<file path="config.mk">
export PLATFORM = sky130hd
export DESIGN_NAME = enc8to3_arbiter
export DESIGN_NICKNAME = d
export VERILOG_FILES = /design/src/rtl/enc8to3_arbiter.sv
export SDC_FILE = /design/constraint.sdc
export NUM_CORES = 1
export LEC_CHECK = 0
export BUFFER_PORTS_ARGS = -buffer_cell sky130_fd_sc_hd__buf_4
export CORE_MARGIN = 3
export CORE_UTILIZATION = 30
export DETAILED_ROUTE_END_ITERATION = 8
export SETUP_SLACK_MARGIN = 0.1
export SLEW_MARGIN = 40
export SYNTH_ARGS = -nofsm -noshare
export SYNTH_HDL_FRONTEND = slang
export SYNTH_SLANG_ARGS = --single-unit
</file>
<file path="constraint.sdc">
create_clock -name clock_i -period 1.6 [get_ports clock_i]
set_input_delay 0.08 -clock clock_i [delete_from_list [all_inputs] [get_ports clock_i]]
set_output_delay 0.08 -clock clock_i [all_outputs]
set_load 0.02 [all_outputs]
</file>
<file path="src/rtl/enc8to3_arbiter.sv">
// Sequential 8-to-3 request encoder/arbiter with Valid/Ack handshake and optional grant timeout.
// Define ENC_RR_ARB_EN for round-robin selection; fixed priority (lowest code wins) otherwise.
module enc8to3_arbiter #(
    parameter int unsigned TIMEOUT = 0
) (
    input  logic       clock_i,
    input  logic       resetn_i,
    input  logic       en_i,
    input  logic [7:0] req_i,
    input  logic       ack_i,
    output logic [2:0] w_o,
    output logic [7:0] g_o,
    output logic       valid_o,
    output logic       timeout_o
);

    localparam int unsigned CntW = (TIMEOUT == 0) ? 1 : $clog2(TIMEOUT + 1);
    localparam logic [CntW-1:0] CntMax = CntW'((TIMEOUT == 0) ? 0 : TIMEOUT - 1);

    typedef enum logic [0:0] {
        StIdle,
        StGrant
    } state_e;

    state_e          state_q, state_d;
    logic [2:0]      w_q, w_d;
    logic [7:0]      g_q, g_d;
    logic            valid_q, valid_d;
    logic            timeout_q, timeout_d;
    logic [2:0]      ptr_q, ptr_d;
    logic [CntW-1:0] cnt_q, cnt_d;

    logic [7:0] req_code;
    logic [2:0] win_code;
    logic       start_grant;
    logic       tmo_hit;

    // Requests re-indexed by code: code i is driven by req_i[7-i].
    always_comb begin
        for (int i = 0; i < 8; i++) begin
            req_code[i] = req_i[7-i];
        end
    end

`ifdef ENC_RR_ARB_EN
    // Search upward from the code after the last grant, wrapping at 8.
    always_comb begin
        logic       found;
        logic [2:0] idx;
        found    = 1'b0;
        idx      = '0;
        win_code = '0;
        for (int k = 0; k < 8; k++) begin
            idx = ptr_q + 3'(k + 1);
            if (!found && req_code[idx]) begin
                win_code = idx;
                found    = 1'b1;
            end
        end
    end
`else
    // Descending scan so the lowest set code is the final assignment.
    always_comb begin
        win_code = '0;
        for (int k = 7; k >= 0; k--) begin
            if (req_code[k]) begin
                win_code = 3'(k);
            end
        end
    end
`endif

    assign start_grant = en_i && (|req_i);
    assign tmo_hit     = (TIMEOUT != 0) && (cnt_q == CntMax);

    always_ff @(posedge clock_i or negedge resetn_i) begin
        if (!resetn_i) begin
            state_q   <= StIdle;
            w_q       <= '0;
            g_q       <= '0;
            valid_q   <= 1'b0;
            timeout_q <= 1'b0;
            ptr_q     <= 3'b111;
            cnt_q     <= '0;
        end else begin
            state_q   <= state_d;
            w_q       <= w_d;
            g_q       <= g_d;
            valid_q   <= valid_d;
            timeout_q <= timeout_d;
            ptr_q     <= ptr_d;
            cnt_q     <= cnt_d;
        end
    end

    always_comb begin
        state_d = state_q;
        unique case (state_q)
            StIdle: begin
                if (start_grant) begin
                    state_d = StGrant;
                end
            end
            StGrant: begin
                if (ack_i || tmo_hit) begin
                    state_d = StIdle;
                end
            end
            default: state_d = StIdle;
        endcase
    end

    always_comb begin
        w_d       = w_q;
        g_d       = g_q;
        valid_d   = valid_q;
        timeout_d = 1'b0;
        ptr_d     = ptr_q;
        cnt_d     = cnt_q;
        unique case (state_q)
            StIdle: begin
                if (start_grant) begin
                    w_d     = win_code;
                    g_d     = 8'b1000_0000 >> win_code;
                    valid_d = 1'b1;
                    cnt_d   = '0;
                end else begin
                    valid_d = 1'b0;
                    g_d     = '0;
                end
            end
            StGrant: begin
                // Ack takes precedence over a coincident timeout expiry.
                if (ack_i) begin
                    valid_d = 1'b0;
                    g_d     = '0;
                    ptr_d   = w_q;
                end else if (tmo_hit) begin
                    valid_d   = 1'b0;
                    g_d       = '0;
                    timeout_d = 1'b1;
                    ptr_d     = w_q;
                end else if (TIMEOUT != 0) begin
                    cnt_d = cnt_q + CntW'(1);
                end
            end
            default: begin
                valid_d = 1'b0;
                g_d     = '0;
            end
        endcase
    end

    assign w_o       = w_q;
    assign g_o       = g_q;
    assign valid_o   = valid_q;
    assign timeout_o = timeout_q;

    a_grant_onehot: assert property (@(posedge clock_i) disable iff (!resetn_i)
        valid_q |-> (g_q == (8'b1000_0000 >> w_q)));
    a_grant_idle_zero: assert property (@(posedge clock_i) disable iff (!resetn_i)
        !valid_q |-> (g_q == 8'h00));

endmodule

</file>
After elaboration in Yosys (flattened, before gate mapping)
Index checks and enable logic that the tools add are counted.
Word-level totals
  word-level logic and storage cells: 26
  input bits: 12
  output and inout port bits: 13
  register bits after elaboration: 13
Cells by class
  reduce and logical (&&, ||, !) cells: 3
  mux-type cells: 16
  equality and inequality tests: 1
  bitwise gates (word level): 1
  shift operators: 1
Operators with widths (count)
  $mux W3: 8
  $mux W8: 2
  $pmux W8 S2: 1
  $reduce_or A8 Y1: 1
  $shr A8 B3 Y8 const A: 1
  $pmux W1 S2: 2
  $mux W1: 3
  $ne A2 B2 Y1 const B: 1
  $reduce_and A2 Y1: 1
  $logic_and A1 B1 Y1: 1
  $not A1 Y1: 1

Logic depth before layout (Yosys ltp)
Gate-level depths: netlist (run 1).
  depth in word-level cells: 11
  mapped depth: 4
  gate-level depth less buffers: 4

Worst setup path before layout (run 1)
OpenSTA, ideal clock, no wires.
  path type: register -> register
  start: register state_q
  end: register w_q[0] (netlist: w_o[0])
  setup time: 125 ps
  arrival: 1029 ps
  required time: 1475 ps
  cell stages (with the launch flop): 4
  slack: 446 ps
  period minus slack after synthesis: 1154 ps
  buffers on the path: 0
  cells stage by stage: dfrtp_1 nand2b_1 a21oi_2 mux2_4
On the way
  longest elaborated chain between the ends: 2
RTL lines
  start, declared: RTL line 25  | state_e state_q, state_d;
  start signal, assigned: RTL line 78  | state_q <= StIdle;
  start signal, assigned: RTL line 86  | state_q <= state_d;
  $not A1 Y1 (no line)
  $reduce_and A2 Y1 (no line)
  end signal, assigned: RTL line 87  | w_q <= w_d;
  end, declared: RTL line 26  | logic [2:0] w_q, w_d;
No other way between the ends.
A chain may end at the register's enable or synchronous reset.

Final worst setup path (run 1)
Same ends and word-level chain as after synthesis.

==> flow_summary.yaml, run 1 <==
synth:
  netlist.area_leader.share_pct: 49.6
  synth_most_common_cell: "dfrtp_1"
  yosysSeqAreaShare_pct: 49.6
  syn_area_per_cell_um2: 11.5
  synth_nets: 69
  muxShareOfSynthArea_pct: 2.29
  yosys_warnings: 0
  ys_top_cells_by_count: "dfrtp_1, nor2_1, nand2_1"
  async_flop_share_pct: 100
  synthDistinctLibCells: 27
  synth_flop_cell: "dfrtp_1"
  synth_top_family_by_area: "compound AO/OA/AOI/OAI gates"
  synth_area_leaders: "dfrtp_1, o41ai_4, nor2_1"
  synth-xor-area-share_pct: 0
  synth_compound_area_share_pct: 25.0
  yosys.area_share.adder_pct: 0
  synth_simple_gate_area_share_pct: 18.5
  syn_inst: 57
  yosysTopAreaCell: "dfrtp_1"
  yosys_register_bits: 13
  synth_edf_count: 0
  synth_area_um2: 656
clock_network:
  htree_levels: 1
  cts_resized: 0
  cts_setup_buffers: 0
  clk_latency_ns: 0.27
  cts_buffer_depth: 2
  cts_tree: "done"
  clk_pin_slew_worst_paths_ns: 0.08
  cts_root_buffer: "clkbuf_4"
  cts_buffers: 3
  cts.sinks: 13
cells_and_area:
  area_growth_pct: 35.3
  stdcell_area_um2: 887
  multiInputGateArea_um2: 304
  seq_area_um2: 325
  drive_gt1_share_pct: 45.2
  layout.nets: 97
  nFillCells: 206
  n_antenna_cell: 0
drt:
  vias: 510
  drt_iter0_drc: 4
  wire_per_inst_um: 12.5
  routed_via_density: 4.59
  drt_pass1_iterations: 4
  antenna_left: 0
  totalWireLength_mm: 1.39
  drc: 0
worst_setup_path:
  critical_path.max_fanout: 6
  cp_cell_sequence: "nand2b_1 > a21oi_2 > mux2_4"
  cp_slowest_cell: "dfrtp_1"
  cp-start-kind: "flop"
  critical_path_class: "flop to flop"
  crit_arrival_ns: 1.39
  required_ns: 1.75
  end_kind: "flop"
  cp_slowest_stage_delay_ns: 0.38
place:
  port-buffer-count: 23
  place_area_um2: 851
  gp_congestion: 0.818
  dp_hpwl_mm: 1.08
sta:
  slew_violations: 0
  hold_viol: 0
  tightest_slew_ns: 0.516
  fmax_mhz: 809
  min_period_ns: 1.24
  rsz0062_at_grt: "false"
  fin_crit_sh_pct: 77.3
  finClkSkew_ns: 0.00505
  setup_viol: 0
  maxSlewHeadroom_pct: 65.5
  fin_setup_tns_ns: 0
die:
  coreArea_mm2: 0.00202
  die_h_um: 52.8
  dieArea_mm2: 0.00278
  io_pins: 25
  initial_core_util_pct: 32.4
  rows: 16
  die_w_um: 52.8
global_routing:
  antenna_found_initial: 0
  grt.overflow.total: 0
  grtUsageTotal_pct: 11.6
  grt_max_degree: 14
  grt_pass1_vias: 523
  grt_first_pass_wirelength_mm: 2.28
job:
  drv_cap: 0
power_and_ir_drop:
  p_per_area_mw_per_mm2: 880
  peakVddDrop_mv: 0.640
  p_leak_uw: 0.000429
status:
  status: "finished, final reports clean"
hold_path:
  hp-class: "primary input to flop"
## layer usage
metal | global-route usage [%] | vias up | wire length, um
met5 | 0 | - | 0
met1 | 13.6 | 231 | 625
met2 | 17.8 | 17 | 631
met4 | 4.26 | 0 | 21
met3 | 6.27 | 2 | 115
li1 | - | 260 | -
## layout by cell type, fill, tap and decap left out
master,count
clkbuf_1,1
a32o_1,2
clkbuf_4,3
mux2_4,1
o22a_2,1
buf_4,24
nor2b_2,1
nand2_1,4
dlygate4sd3_1,1
nor3_1,1
a21oi_2,1
o41ai_4,1
or2_1,1
a21o_1,1
o21ai_0,3
a22o_1,3
and2b_1,1
nor2_1,7
a21oi_1,3
nor2b_1,1
inv_1,2
dfrtp_1,13
or2_2,1
o21ai_2,1
conb_1,1
o31ai_2,2
nor4_2,1
nor4_4,1
nand2b_1,1
## state kept, by name (all words and copies together), names as in the netlist
| name | cells |
|---|---|
| valid_o | 1 |
| state_q | 1 |
| w_o | 3 |
| g_o | 8 |
## repair_timing
action	4_1_cts	5_1_grt
setup endpoints to repair	0	0
endpoints found under the hold margin	13	0
hold buffers	1	0
## kinds of logic (layout without fill, tap and decap cells)
| family | after synthesis | count (layout) |
|---|---|---|
| AOI/OAI and AO/OA | 18 | 18 |
| buffers and inverters | 4 | 31 |
| DFF | 13 | 13 |
| muxes | 1 | 1 |
| other | 1 | 1 |
| and+or+nand+nor | 20 | 20 |
## worst max-delay path: cells and delay by family, from the launching register on
kind | cells | cell delay (ns)
AND/OR/NAND/NOR | 1 | 0.23
AO/OA/AOI/OAI | 1 | 0.21
multiplexers | 1 | 0.31
flip-flops | 1 | 0.38
## power by group
group          switching [uW]  leakage, uW  internal [uW]  total, uW
clock network            97.8    0.0000150           96.5        194
logic                     113     0.000243           98.0        211
registers                16.7     0.000171            359        376
## final cells by class
cell class / instances / area share, %
Sequential cell: 13 / 36.7
Multi-Input combinational cell: 40 / 34.3
Tap cell: 27 / 3.81
Clock buffer: 4 / 2.96
Timing Repair Buffer: 25 / 21.4
Inverter: 2 / 0.846
## stage by stage
step           hold WS [ns]  worst slack (ns)  power, uW  instances  utilization, %
2_1_floorplan        -0.216             0.446        497         57               -
3_3_place_gp        -0.0646             0.407        595        106            42.1
3_5_place_dp        -0.0653             0.369        594        106            42.1
4_1_cts               0.103             0.352        798        111            43.9
5_1_grt               0.101             0.289        831        111            43.9
6_report              0.109             0.363        781        111            43.9
## final timing paths
path	cells past startpoint	to	slack [ns]	startpoint
setup / recovery	3	w_o[0]$_DFFE_PN0P_	0.36	state_q$_DFF_PN0_
hold / removal	2	g_o[5]$_DFFE_PN0P_	0.11	req_i[5]
setup reg to reg	3	w_o[0]$_DFFE_PN0P_	0.36	state_q$_DFF_PN0_
hold reg to reg	1	valid_o$_DFFE_PN0P_	0.49	valid_o$_DFFE_PN0P_
max in group asynchronous	2	w_o[0]$_DFFE_PN0P_	1.25	resetn_i
min in group asynchronous	2	g_o[7]$_DFFE_PN0P_	0.19	resetn_i
No activity file was read; power rests on OpenSTA's default activity.
==> inputs of run 2 (changes only) <==
- ABC_AREA: not set -> 1
- clock period: 1.6 -> 1.12 ns (I/O delays scaled with it)
==> run 2 against run 1 <==
First-iteration DRC count grew to 2.5 times the previous value; final cell count grew 25%; final area grew 9.6%; combinational power grew 56%; critical endpoint is now g_o[0]$_DFFE_PN0P_; largest cell class unchanged.
==> flow_summary.yaml, run 2 <==
status:
  status: "finished, final reports clean"
cells_and_area:
  nFillCells: 206
  layout_common_cells: "nand2_1, buf_4, dfrtp_1"
  drive_gt1_share_pct: 46.4
  stdcell_area_um2: 972
  n_antenna_cell: 0
  layout.nets: 125
  area_growth_pct: 43.4
  largest_reg_flops: 8
die:
  dieArea_mm2: 0.00287
  rows: 16
  die_w_um: 53.5
  coreArea_mm2: 0.00204
  initial_core_util_pct: 33.2
  io_pins: 25
  die_h_um: 53.5
drt:
  drt_iter0_drc: 10
  drt_pass1_iterations: 4
  antenna_left: 0
  totalWireLength_mm: 1.40
  drc: 0
  vias: 607
  wire_per_inst_um: 10.1
  routed_via_density: 4.37
synth:
  synthDistinctLibCells: 19
  yosysTopAreaCell: "dfrtp_1"
  synth_area_leaders: "dfrtp_1, nand2_1, nand2_2"
  async_flop_share_pct: 100
  synth_nets: 93
  yosys_register_bits: 13
  synth_edf_count: 0
  syn_area_per_cell_um2: 8.37
  yosysSeqAreaShare_pct: 48.0
  netlist.area_leader.share_pct: 48.0
  synth_most_common_cell: "nand2_1"
  synth_flop_cell: "dfrtp_1"
  synth_area_um2: 678
  syn_inst: 81
  yosys_warnings: 0
  ys_top_cells_by_count: "nand2_1, dfrtp_1, nand2_2"
sta:
  setup_viol: 0
  fmax_mhz: 1000
  fin_crit_sh_pct: 89.3
  hold_viol: 0
  finalWorstSetupSlack_ns: 0.120
  finClkSkew_ns: 0.00369
  slew_violations: 0
  fin_setup_tns_ns: 0
  min_period_ns: 1.00
  rsz0062_at_grt: "true"
clock_network:
  htree_levels: 1
  cts_tree: "done"
  cts_root_buffer: "clkbuf_4"
  cts_buffer_depth: 2
  clk_latency_ns: 0.27
  cts.sinks: 13
  clk_pin_slew_worst_paths_ns: 0.08
  cts_buffers: 3
global_routing:
  grtUsageTotal_pct: 11.7
  grt_pass1_vias: 556
  grt.overflow.total: 0
  grt_first_pass_wirelength_mm: 2.38
  grt_max_degree: 14
  antenna_found_initial: 0
worst_setup_path:
  r2r-start: "state_q$_DFF_PN0_"
  cp-start-kind: "flop"
  required_ns: 1.33
  critical_path.max_fanout: 4
  reg2reg_to: "g_o[0]$_DFFE_PN0P_"
  crit_arrival_ns: 1.21
  end_kind: "flop"
  critical_path_class: "flop to flop"
  r2r_cells: 5
  r2r_slack_ns: 0.12
place:
  dp_slack_ns: 0.0248
  place_area_um2: 885
  port-buffer-count: 23
  gp_congestion: 0.783
  dp_hpwl_mm: 1.07
power_and_ir_drop:
  p_per_area_mw_per_mm2: 1180
  p_leak_uw: 0.000537
  peakVddDrop_mv: 0.781
job:
  drv_cap: 0
hold_path:
  hp-class: "primary input to async pin"
==> run 2: report_power, final <==
group | switching (uW) | internal (uW) | total, uW | leakage (uW)
Combinational | 188 | 141 | 329 | 0.000349
Sequential | 23.3 | 509 | 532 | 0.000173
Clock | 144 | 138 | 282 | 0.0000150
==> run 2: how the worst max path moves through the flow <==
stage                           start                 end  slack (ns)
finish              state_q$_DFF_PN0_  g_o[0]$_DFFE_PN0P_        0.12
global route        state_q$_DFF_PN0_  g_o[0]$_DFFE_PN0P_        0.04
CTS                 state_q$_DFF_PN0_  g_o[0]$_DFFE_PN0P_        0.09
detailed placement  state_q$_DFF_PN0_  g_o[0]$_DFFE_PN0P_        0.02
global placement    state_q$_DFF_PN0_  g_o[0]$_DFFE_PN0P_        0.05
floorplan           state_q$_DFF_PN0_  w_o[1]$_DFFE_PN0P_        0.12
==> run 2: routing by layer <==
layer | wire length, um | global-route usage (%)
met4 | 4 | 3.83
met3 | 96 | 6.09
met1 | 657 | 14.9
met2 | 640 | 16.9
met5 | 0 | 0
==> run 2: cell type report <==
type	count	area (um2)	share of cell area [%]
multi-input cells	56	324	33.3
well taps	27	33.8	3.47
flip-flops and latches	13	325	33.5
repair buffers	28	219	22.5
clock buffers	4	26.3	2.70
inverters	11	43.8	4.50
==> run 2: cells by family after synthesis <==
kind of cell,share of synthesized area (%)
other cells,0.553
buf+inv,7.57
flops,48.0
compound gates,4.61
simple gates,39.3
==> run 2: worst max-delay path: stages, from the launching register on <==
cell and delay, ns:
dfrtp_1 0.38, inv_2 0.07, nand2_4 0.07, nor3_4 0.22, nand4_1 0.13, nand2_1 0.07
==> run 2: stage by stage <==
step	instances	utilization (%)	power, uW	hold WS, ns
4_1_cts	137	46.0	1130	0.146
3_5_place_dp	131	43.3	834	-0.0939
5_1_grt	139	47.6	1220	0.144
2_1_floorplan	81	-	707	-0.240
3_3_place_gp	131	43.3	832	-0.0902
6_report	139	47.6	1140	0.151
==> run 2: repair_timing <==
action,CTS,global route
setup endpoints to repair,10,11
hold buffers,2,0
gates resized for setup,2,4
hold endpoints to repair,14,0
buffers inserted,0,2
pin swaps,2,3
==> inputs of run 3 (changes only) <==
- CTS_BUF_LIST: not set -> sky130_fd_sc_hd__clkbuf_8
==> run 3 against run 2 <==
Core utilization shrank 1.2 points; worst hold slack worse by 0.15 ns; final cell count decreased by 2.2%; via count shrank 1.6%.
==> flow_summary.yaml, run 3 (synthesized netlist as in run 2, its figures left out) <==
worst_setup_path:
  critical_path_class: "flop to flop"
  critical_path.max_fanout: 4
  end_kind: "flop"
  r2r_cells: 5
  cp-start-kind: "flop"
  crit_arrival_ns: 1.19
  required_ns: 1.30
job:
  drv_cap: 0
drt:
  routed_via_density: 4.39
  wire_per_inst_um: 9.84
  drc: 0
  antenna_left: 0
  drt_pass1_iterations: 4
  vias: 597
  totalWireLength_mm: 1.34
  drt_iter0_drc: 10
cells_and_area:
  drive_gt1_share_pct: 45.0
  largest_reg_flops: 8
  instances_no_fill: 136
  layout.nets: 122
  n_antenna_cell: 0
  area_growth_pct: 39.7
  layout_common_cells: "nand2_1, buf_4, dfrtp_1"
  final_common_cell: "nand2_1"
hold_path:
  holdPathStages: 2
  hp-class: "primary input to flop"
global_routing:
  grt_pass1_vias: 541
  grt.overflow.total: 0
  grt_first_pass_wirelength_mm: 2.36
  grtUsageTotal_pct: 11.5
  grt_max_degree: 14
  antenna_found_initial: 0
clock_network:
  cts_root_buffer: "clkbuf_8"
  clk_pin_slew_worst_paths_ns: 0.05
  cts_buffers: 3
  clk_latency_ns: 0.24
  cts_buffer_depth: 2
  cts_setup_buffers: 0
  cts.sinks: 13
  cts_tree: "done"
  htree_levels: 1
sta:
  fin_setup_tns_ns: 0
  slew_violations: 0
  worst_hold_slack_ns: 0.00422
  min_period_ns: 1.01
  fmax_mhz: 987
  hold_viol: 0
  fin_crit_sh_pct: 90.4
  finClkSkew_ns: 0.00127
  rsz0062_at_grt: "true"
  setup_viol: 0
die:
  die_h_um: 53.5
  io_pins: 25
  coreArea_mm2: 0.00204
  initial_core_util_pct: 33.2
  dieArea_mm2: 0.00287
  rows: 16
  die_w_um: 53.5
place:
  port-buffer-count: 23
  placed_cells: 131
  dp_hpwl_mm: 1.07
  gp_congestion: 0.783
power_and_ir_drop:
  peakVddDrop_mv: 0.801
  p_per_area_mw_per_mm2: 1300
  p_leak_uw: 0.000532
status:
  status: "finished, final reports clean"
-- run 3: worst paths after layout --
kind	from	end	slack (ns)
max	state_q$_DFF_PN0_	g_o[0]$_DFFE_PN0P_	0.11
min	ack_i	state_q$_DFF_PN0_	0.004
max reg2reg	state_q$_DFF_PN0_	g_o[0]$_DFFE_PN0P_	0.11
min reg2reg	g_o[0]$_DFFE_PN0P_	g_o[0]$_DFFE_PN0P_	0.48
max in group asynchronous	resetn_i	g_o[2]$_DFFE_PN0P_	0.77
min in group asynchronous	resetn_i	valid_o$_DFFE_PN0P_	0.20
-- run 3: repair_timing --
action	CTS	global route
resized for setup	2	0
hold endpoints to repair	13	0
hold buffers	1	0
pin swaps	2	2
endpoints found under the setup margin	10	11
-- run 3: area by class of cell --
| class | count | area [um2] |
|---|---|---|
| clock inverter | 1 | 3.75 |
| multi-input combinational | 56 | 309 |
| tap | 27 | 33.8 |
| fill | 207 | 1090 |
| timing repair buffer | 25 | 190 |
| inverter | 11 | 43.8 |
| clock buffer | 3 | 41.3 |
| sequential | 13 | 325 |
-- run 3: metal layers --
layer  track usage (%)  routed length [um]
met5                 0                   0
met4              3.83                   3
met3              5.26                 104
met2              16.5                 614
met1              15.1                 616
-- run 3: power by group --
| group | internal (uW) | switching, uW | leakage, uW | total [uW] |
|---|---|---|---|---|
| Clock | 241 | 154 | 0.0000269 | 395 |
| Combinational | 121 | 176 | 0.000332 | 297 |
| Sequential | 511 | 24.3 | 0.000173 | 535 |
-- run 3: per-stage QoR --
stage / power, uW / setup WS [ns] / cell area [um2] / utilization [%]
2_1_floorplan: 707 / 0.124 / 678 / -
3_3_place_gp: 832 / 0.0513 / 885 / 43.3
3_5_place_dp: 834 / 0.0248 / 885 / 43.3
4_1_cts: 1250 / 0.0936 / 947 / 46.4
5_1_grt: 1300 / 0.0101 / 947 / 46.4
6_report: 1230 / 0.107 / 947 / 46.4
-- run 3: worst max-delay path: stages (launching register included) --
cell and delay (ns):
dfrtp_1 0.37, inv_2 0.08, nand2_4 0.07, nor3_4 0.23, nand4_1 0.13, nand2_1 0.08
